### src/rtl/voice_mixer.sv
// voice_mixer
//
// N-voice sample mixer between the per-voice sample generators and the codec
// conditioner. A one-cycle generate_next_sample request starts a round. The
// mixer collects one sample from every enabled voice, adds them one voice per
// cycle, shifts the sum right by a programmable attenuation, saturates it to
// the codec width and presents the result with a one-cycle valid pulse. If a
// voice never delivers, a timeout ends collection and that voice contributes
// the last sample it delivered.
//
// Ports:
//   clk                  system clock
//   reset                synchronous, active-high reset
//   generate_next_sample one-cycle request to start a mixing round
//   voice_en             per-voice enable mask, latched at round start
//   sample_in            voice i sample at [i*WIDTH +: WIDTH], signed
//   sample_ready         per-voice pulse marking its sample_in slice valid
//   attenuation          arithmetic right shift (0-7), latched at round start
//   mix_out              registered mixed sample, held between rounds
//   mix_valid            one-cycle pulse when mix_out updates
//   clip                 pulse with mix_valid when the result was saturated
//   timeout              pulse with mix_valid when collection timed out
//   overrun              pulse the cycle after a request arrived while busy
//   busy                 high while a round is in progress

module voice_mixer #(
    parameter int NUM_VOICES = 3,
    parameter int WIDTH      = 18,
    parameter int TIMEOUT    = 64
) (
    input  logic                          clk,
    input  logic                          reset,
    input  logic                          generate_next_sample,
    input  logic [NUM_VOICES-1:0]         voice_en,
    input  logic [NUM_VOICES*WIDTH-1:0]   sample_in,
    input  logic [NUM_VOICES-1:0]         sample_ready,
    input  logic [2:0]                    attenuation,
    output logic [WIDTH-1:0]              mix_out,
    output logic                          mix_valid,
    output logic                          clip,
    output logic                          timeout,
    output logic                          overrun,
    output logic                          busy
);

    // The accumulator has room for NUM_VOICES full-scale samples plus a
    // guard bit, so the sum can never wrap before saturation is applied.
    localparam int ACC_W = WIDTH + $clog2(NUM_VOICES) + 1;
    localparam int TMR_W = (TIMEOUT > 1) ? $clog2(TIMEOUT) : 1;
    localparam int IDX_W = (NUM_VOICES > 1) ? $clog2(NUM_VOICES) : 1;

    localparam logic [TMR_W-1:0] TMR_LAST = TMR_W'(TIMEOUT - 1);
    localparam logic [IDX_W-1:0] IDX_LAST = IDX_W'(NUM_VOICES - 1);

    // Output range limits expressed at accumulator width.
    localparam logic signed [ACC_W-1:0] SAT_MAX =
        {{(ACC_W - WIDTH + 1){1'b0}}, {(WIDTH - 1){1'b1}}};
    localparam logic signed [ACC_W-1:0] SAT_MIN =
        {{(ACC_W - WIDTH + 1){1'b1}}, {(WIDTH - 1){1'b0}}};

    typedef enum logic [1:0] {
        IDLE    = 2'd0,
        COLLECT = 2'd1,
        SUM     = 2'd2,
        OUT     = 2'd3
    } state_t;

    state_t                   state_q, state_d;
    logic [NUM_VOICES-1:0]    en_q, en_d;
    logic [2:0]               att_q, att_d;
    logic [NUM_VOICES-1:0]    pending_q, pending_d;
    logic [TMR_W-1:0]         timer_q, timer_d;
    logic                     timed_out_q, timed_out_d;
    logic [IDX_W-1:0]         idx_q, idx_d;
    logic signed [ACC_W-1:0]  acc_q, acc_d;
    logic [WIDTH-1:0]         hold_q [NUM_VOICES];
    logic [WIDTH-1:0]         hold_d [NUM_VOICES];
    logic [WIDTH-1:0]         mix_out_q, mix_out_d;
    logic                     mix_valid_q, mix_valid_d;
    logic                     clip_q, clip_d;
    logic                     timeout_q, timeout_d;
    logic                     overrun_q, overrun_d;
    logic                     busy_q, busy_d;

    logic [NUM_VOICES-1:0]    captured;
    logic [NUM_VOICES-1:0]    pending_left;
    logic signed [ACC_W-1:0]  addend;
    logic signed [ACC_W-1:0]  shifted;

    // Next-state logic for the whole round: request acceptance, sample
    // capture, sequential summation and the final shift/saturate step.
    always_comb begin
        state_d      = state_q;
        en_d         = en_q;
        att_d        = att_q;
        pending_d    = pending_q;
        timer_d      = timer_q;
        timed_out_d  = timed_out_q;
        idx_d        = idx_q;
        acc_d        = acc_q;
        hold_d       = hold_q;
        mix_out_d    = mix_out_q;
        mix_valid_d  = 1'b0;
        clip_d       = 1'b0;
        timeout_d    = 1'b0;
        overrun_d    = generate_next_sample & busy_q;
        captured     = '0;
        pending_left = '0;
        addend       = '0;
        shifted      = '0;

        case (state_q)
            IDLE: begin
                // Accumulator and voice index are cleared here so SUM
                // always starts from zero, whichever state it is entered from.
                acc_d = '0;
                idx_d = '0;
                if (generate_next_sample) begin
                    en_d        = voice_en;
                    att_d       = attenuation;
                    timer_d     = '0;
                    timed_out_d = 1'b0;
                    // A voice that is already ready in the accepting cycle
                    // counts as delivered for this round.
                    captured    = sample_ready & voice_en;
                    pending_d   = voice_en & ~captured;
                    state_d     = (voice_en == '0) ? SUM : COLLECT;
                end
            end

            COLLECT: begin
                acc_d        = '0;
                idx_d        = '0;
                captured     = sample_ready & pending_q;
                pending_left = pending_q & ~captured;
                pending_d    = pending_left;
                // A voice arriving in the final timer cycle still makes it in,
                // because capture is evaluated before the timeout decision.
                if (pending_left == '0) begin
                    state_d = SUM;
                end else if (timer_q == TMR_LAST) begin
                    timed_out_d = 1'b1;
                    state_d     = SUM;
                end else begin
                    timer_d = timer_q + 1'b1;
                end
            end

            SUM: begin
                // Disabled voices add zero; timed-out voices add their
                // previously held sample.
                if (en_q[idx_q]) begin
                    addend = {{(ACC_W - WIDTH){hold_q[idx_q][WIDTH-1]}}, hold_q[idx_q]};
                end
                acc_d = acc_q + addend;
                if (idx_q == IDX_LAST) begin
                    state_d = OUT;
                end else begin
                    idx_d = idx_q + 1'b1;
                end
            end

            OUT: begin
                shifted = acc_q >>> att_q;
                if (shifted > SAT_MAX) begin
                    mix_out_d = SAT_MAX[WIDTH-1:0];
                    clip_d    = 1'b1;
                end else if (shifted < SAT_MIN) begin
                    mix_out_d = SAT_MIN[WIDTH-1:0];
                    clip_d    = 1'b1;
                end else begin
                    mix_out_d = shifted[WIDTH-1:0];
                end
                mix_valid_d = 1'b1;
                timeout_d   = timed_out_q;
                state_d     = IDLE;
            end

            default: begin
                state_d = IDLE;
            end
        endcase

        for (int i = 0; i < NUM_VOICES; i++) begin
            if (captured[i]) begin
                hold_d[i] = sample_in[i*WIDTH +: WIDTH];
            end
        end

        busy_d = (state_d != IDLE);
    end

    // All state and outputs are registered; reset aborts any round in flight
    // without producing a valid pulse.
    always_ff @(posedge clk) begin
        if (reset) begin
            state_q     <= IDLE;
            en_q        <= '0;
            att_q       <= '0;
            pending_q   <= '0;
            timer_q     <= '0;
            timed_out_q <= 1'b0;
            idx_q       <= '0;
            acc_q       <= '0;
            for (int i = 0; i < NUM_VOICES; i++) begin
                hold_q[i] <= '0;
            end
            mix_out_q   <= '0;
            mix_valid_q <= 1'b0;
            clip_q      <= 1'b0;
            timeout_q   <= 1'b0;
            overrun_q   <= 1'b0;
            busy_q      <= 1'b0;
        end else begin
            state_q     <= state_d;
            en_q        <= en_d;
            att_q       <= att_d;
            pending_q   <= pending_d;
            timer_q     <= timer_d;
            timed_out_q <= timed_out_d;
            idx_q       <= idx_d;
            acc_q       <= acc_d;
            for (int i = 0; i < NUM_VOICES; i++) begin
                hold_q[i] <= hold_d[i];
            end
            mix_out_q   <= mix_out_d;
            mix_valid_q <= mix_valid_d;
            clip_q      <= clip_d;
            timeout_q   <= timeout_d;
            overrun_q   <= overrun_d;
            busy_q      <= busy_d;
        end
    end

    assign mix_out   = mix_out_q;
    assign mix_valid = mix_valid_q;
    assign clip      = clip_q;
    assign timeout   = timeout_q;
    assign overrun   = overrun_q;
    assign busy      = busy_q;

endmodule

### config.mk
export PLATFORM = sky130hd
export DESIGN_NAME = voice_mixer
export DESIGN_NICKNAME = d
export VERILOG_FILES = /design/src/rtl/voice_mixer.sv
export SDC_FILE = /design/constraint.sdc
export NUM_CORES = 1
export LEC_CHECK = 0
export CORE_MARGIN = 2
export CORE_UTILIZATION = 62
export CTS_BUF_LIST = sky130_fd_sc_hd__clkbuf_2
export CTS_CLUSTER_SIZE = 10
export DETAILED_ROUTE_END_ITERATION = 16
export GPL_TIMING_DRIVEN = 0
export PLACE_DENSITY = 0.95
export SYNTH_ARGS = -nofsm -noshare
export SYNTH_HDL_FRONTEND = slang
export SYNTH_SLANG_ARGS = --single-unit
export TNS_END_PERCENT = 30
### constraint.sdc
create_clock -name clk -period 8.1 [get_ports clk]
set_clock_uncertainty 0.15 [all_clocks]
set_input_delay 0.81 -clock clk [delete_from_list [all_inputs] [get_ports clk]]
set_output_delay 0.81 -clock clk [all_outputs]
set_load 0.02 [all_outputs]
==> impl_metrics.py <==
metrics = {
    "grt": {
        "grt_pass1_wl_mm": 27.0,
        "overflow": 0,
        "grt_max_degree": 17,
        "antenna_found_initial": 0,
        "grt_usage_pct": 29.7,
        "grt.met3_usage_pct": 4.72,
        "grt_pass1_vias": 5850,
        "top_usage_layer": "met2",
        "grt_use_met2_pct": 51.0,
        "grtUsageMet1_pct": 35.6,
    },
    "cells_and_area": {
        "layout_commonest_cell": "nor2_1",
        "layout-drive-gt1-share_pct": 8.16,
        "areaGrowthSynthToFinish_pct": 20.0,
        "fin_nets": 958,
        "layout_common_cells": "nor2_1, dfxtp_1, clkdlybuf4s50_1, mux2i_1, a21oi_1",
        "n_fill_cell": 738,
        "finalInstanceArea_um2": 7760,
        "seqCellArea_um2": 2360,
        "multiInputGateArea_um2": 3840,
        "n_antenna_cell": 0,
    },
    "logic_synthesis": {
        "synth-seq-cells": 118,
        "yosysUniqueCellTypes": 64,
        "ys_async_sr_fraction_pct": 0,
        "synth_nets": 851,
        "synth_ff_type": "dfxtp_1",
        "syn_area_um2": 6470,
        "synthCells": 762,
        "seq_area_frac_synth_pct": 36.5,
        "avgSynthCellArea_um2": 8.49,
        "synth_edf_count": 0,
        "yosys_warnings": 0,
    },
    "setup_path": {
        "reg2reg_slack_ps": 3780,
        "required_ps": 8550,
        "start_kind": "register",
        "critPathMaxFanout": 10,
        "critPathKind": "reg2reg",
        "rr_worst_depth": 17,
        "r2r_end": "acc_q[20]",
        "worstPathArrival_ps": 4770,
        "setup.worst_path.end_class": "register",
        "regToRegStartpoint": "idx_q[0]",
    },
    "worst_hold_path": {
        "hold_path_class": "reg2reg",
        "holdPathEnd": "timeout",
        "holdPathStages": 1,
        "holdCritStartpoint": "timed_out_q",
    },
    "place": {
        "hpwl_mm": 11.9,
        "io_buffers": 88,
        "dpl-instance-area_um2": 7520,
        "pre_cts_ws_ps": 4060,
        "place_congestion": 0.900,
    },
    "detailed_routing": {
        "vias": 6026,
        "initialDrtViolationCount": 345,
        "antenna_left": 0,
        "route.detailed.drc": 0,
        "drt-total-wl_mm": 16.3,
        "drtPass1Iterations": 5,
        "via_per_inst": 5.92,
        "wl_per_cell_um": 16.0,
    },
    "die": {
        "core_um2": 10200,
        "io_pins": 89,
        "die_w_um": 106,
        "dieArea_um2": 11300,
        "die_h_um": 106,
        "initial_core_util_pct": 63.2,
        "rows": 37,
    },
    "clock_tree": {
        "cts_buffers": 17,
        "cts_buffer_depth": 2,
        "clkTransAtPathRegs_ps": 200,
        "cts-root-buf": "clkbuf_2",
        "cts_setup_buffers": 0,
        "clock-sinks": 118,
        "cts_tree": "yes",
        "clock_latency_ps": 680,
        "h-tree-depth": 4,
        "ctsResizeCount": 0,
        "ctsHoldBuffers": 0,
    },
    "timing": {
        "hold_viol": 0,
        "fmax_mhz": 231,
        "fin_setup_tns_ps": 0,
        "worst_pin_slew_ps": 699,
        "finalCritPeriodShare_pct": 53.4,
        "fin_crit_ps": 4320,
        "worst_slack_ps": 3780,
        "maxSlewViolCount": 0,
        "setup_viol_count_final": 0,
        "slew_headroom_pct": 53.2,
        "rsz0062_at_grt": "no",
    },
    "run": {
        "max_cap_viol_count": 0,
    },
    "power": {
        "p_per_area_nw_per_um2": 150,
        "p_leak_nw": 3.05,
        "total_power_mw": 1.17,
        "ir_drop_mv": 0.117,
    },
    "outcome": {
        "status": "completed",
    },
}
[critical path, cell delays in order (launching register included)]
cell       delay, ps
dfxtp_1          350
buf_2            190
buf_2            320
buf_2            370
mux2i_1          150
nor2_1           110
a21oi_1           50
nor2_1           180
ha_1             220
inv_1             80
fa_1             420
and2b_1          250
o211ai_1         120
a211oi_2         360
o2111ai_1        270
a211oi_1         380
nor3_1           130
nor3_2           150
[Yosys cell counts (all sizes together) (4+ instances only)]
cell / count / area, µm²
nor2: 133 / 499
dfxtp: 118 / 2360
mux2i: 85 / 851
a21oi: 75 / 379
nand2: 62 / 235
nor3: 34 / 180
o21ai: 34 / 174
clkbuf: 32 / 120
ha: 22 / 275
buf: 17 / 95.1
a22o: 15 / 131
inv: 13 / 48.8
xnor2: 10 / 87.6
a211oi: 8 / 65.1
and3: 8 / 50.1
xor2: 8 / 70.1
a21o: 7 / 52.6
mux4: 7 / 158
nor2b: 7 / 43.8
mux2: 5 / 56.3
nand3: 5 / 25.0
and2: 4 / 25.0
nand2b: 4 / 25.0
o21bai: 4 / 30.0
[report_power, final]
group	internal, mW	switching, mW
combinational	0.0773	0.0901
clock	0.143	0.246
sequential	0.599	0.0115
total	0.819	0.348
[area by class of cell]
| type | count | share of cell area [%] |
|---|---|---|
| multi-input cells | 582 | 49.5 |
| flip-flops and latches | 118 | 30.4 |
| repair buffers | 88 | 11.4 |
| plain buffers | 49 | 2.77 |
| well taps | 136 | 2.19 |
| clock inverters | 15 | 2.00 |
| clock buffers | 17 | 1.10 |
| inverters | 13 | 0.629 |
[kinds of logic (layout without fill, tap and decap cells)]
| kind of cell | count (synthesis) | in the layout | synth area share [%] |
|---|---|---|---|
| XOR/XNOR | 18 | 18 | 2.44 |
| flip-flops | 118 | 118 | 36.5 |
| adder cells (fa/ha/maj) | 23 | 23 | 4.57 |
| buffers and inverters | 62 | 182 | 4.08 |
| AND/OR/NAND/NOR | 270 | 270 | 18.2 |
| AO/OA/AOI/OAI | 174 | 174 | 17.7 |
| multiplexers | 97 | 97 | 16.5 |
[metrics by stage]
stage          utilization (%)  instances  hold slack, ps
2_1_floorplan                -        762             281
3_3_place_gp              73.5        986             295
3_5_place_dp              73.5        986             301
4_1_cts                   75.8       1018             339
5_1_grt                   75.8       1018             344
6_report                  75.8       1018             340
[layer usage]
layer | part of all wire [%] | vias to the layer above
met5 | 0 | -
met4 | 4.0 | 0
met3 | 5.8 | 71
met2 | 48 | 270
met1 | 42 | 2759
li1 | - | 2926
[state kept, by name, indices dropped and copies added (netlist names)]
signal / count
hold_q: 54
timed_out_q: 1
state_q: 2
att_q: 3
busy: 1
mix_valid: 1
timeout: 1
clip: 1
idx_q: 2
timer_q: 6
pending_q: 3
acc_q: 21
en_q: 3
mix_out: 18
overrun: 1
[worst max-delay path by stage]
stage | from | end
after floorplan | idx_q[0] | acc_q[20]
after global placement | idx_q[0] | acc_q[20]
after detailed placement | idx_q[0] | acc_q[20]
after CTS | idx_q[0] | acc_q[20]
after global routing | idx_q[0] | acc_q[20]
final | idx_q[0] | acc_q[20]
Power figures use the tool's default switching activity.
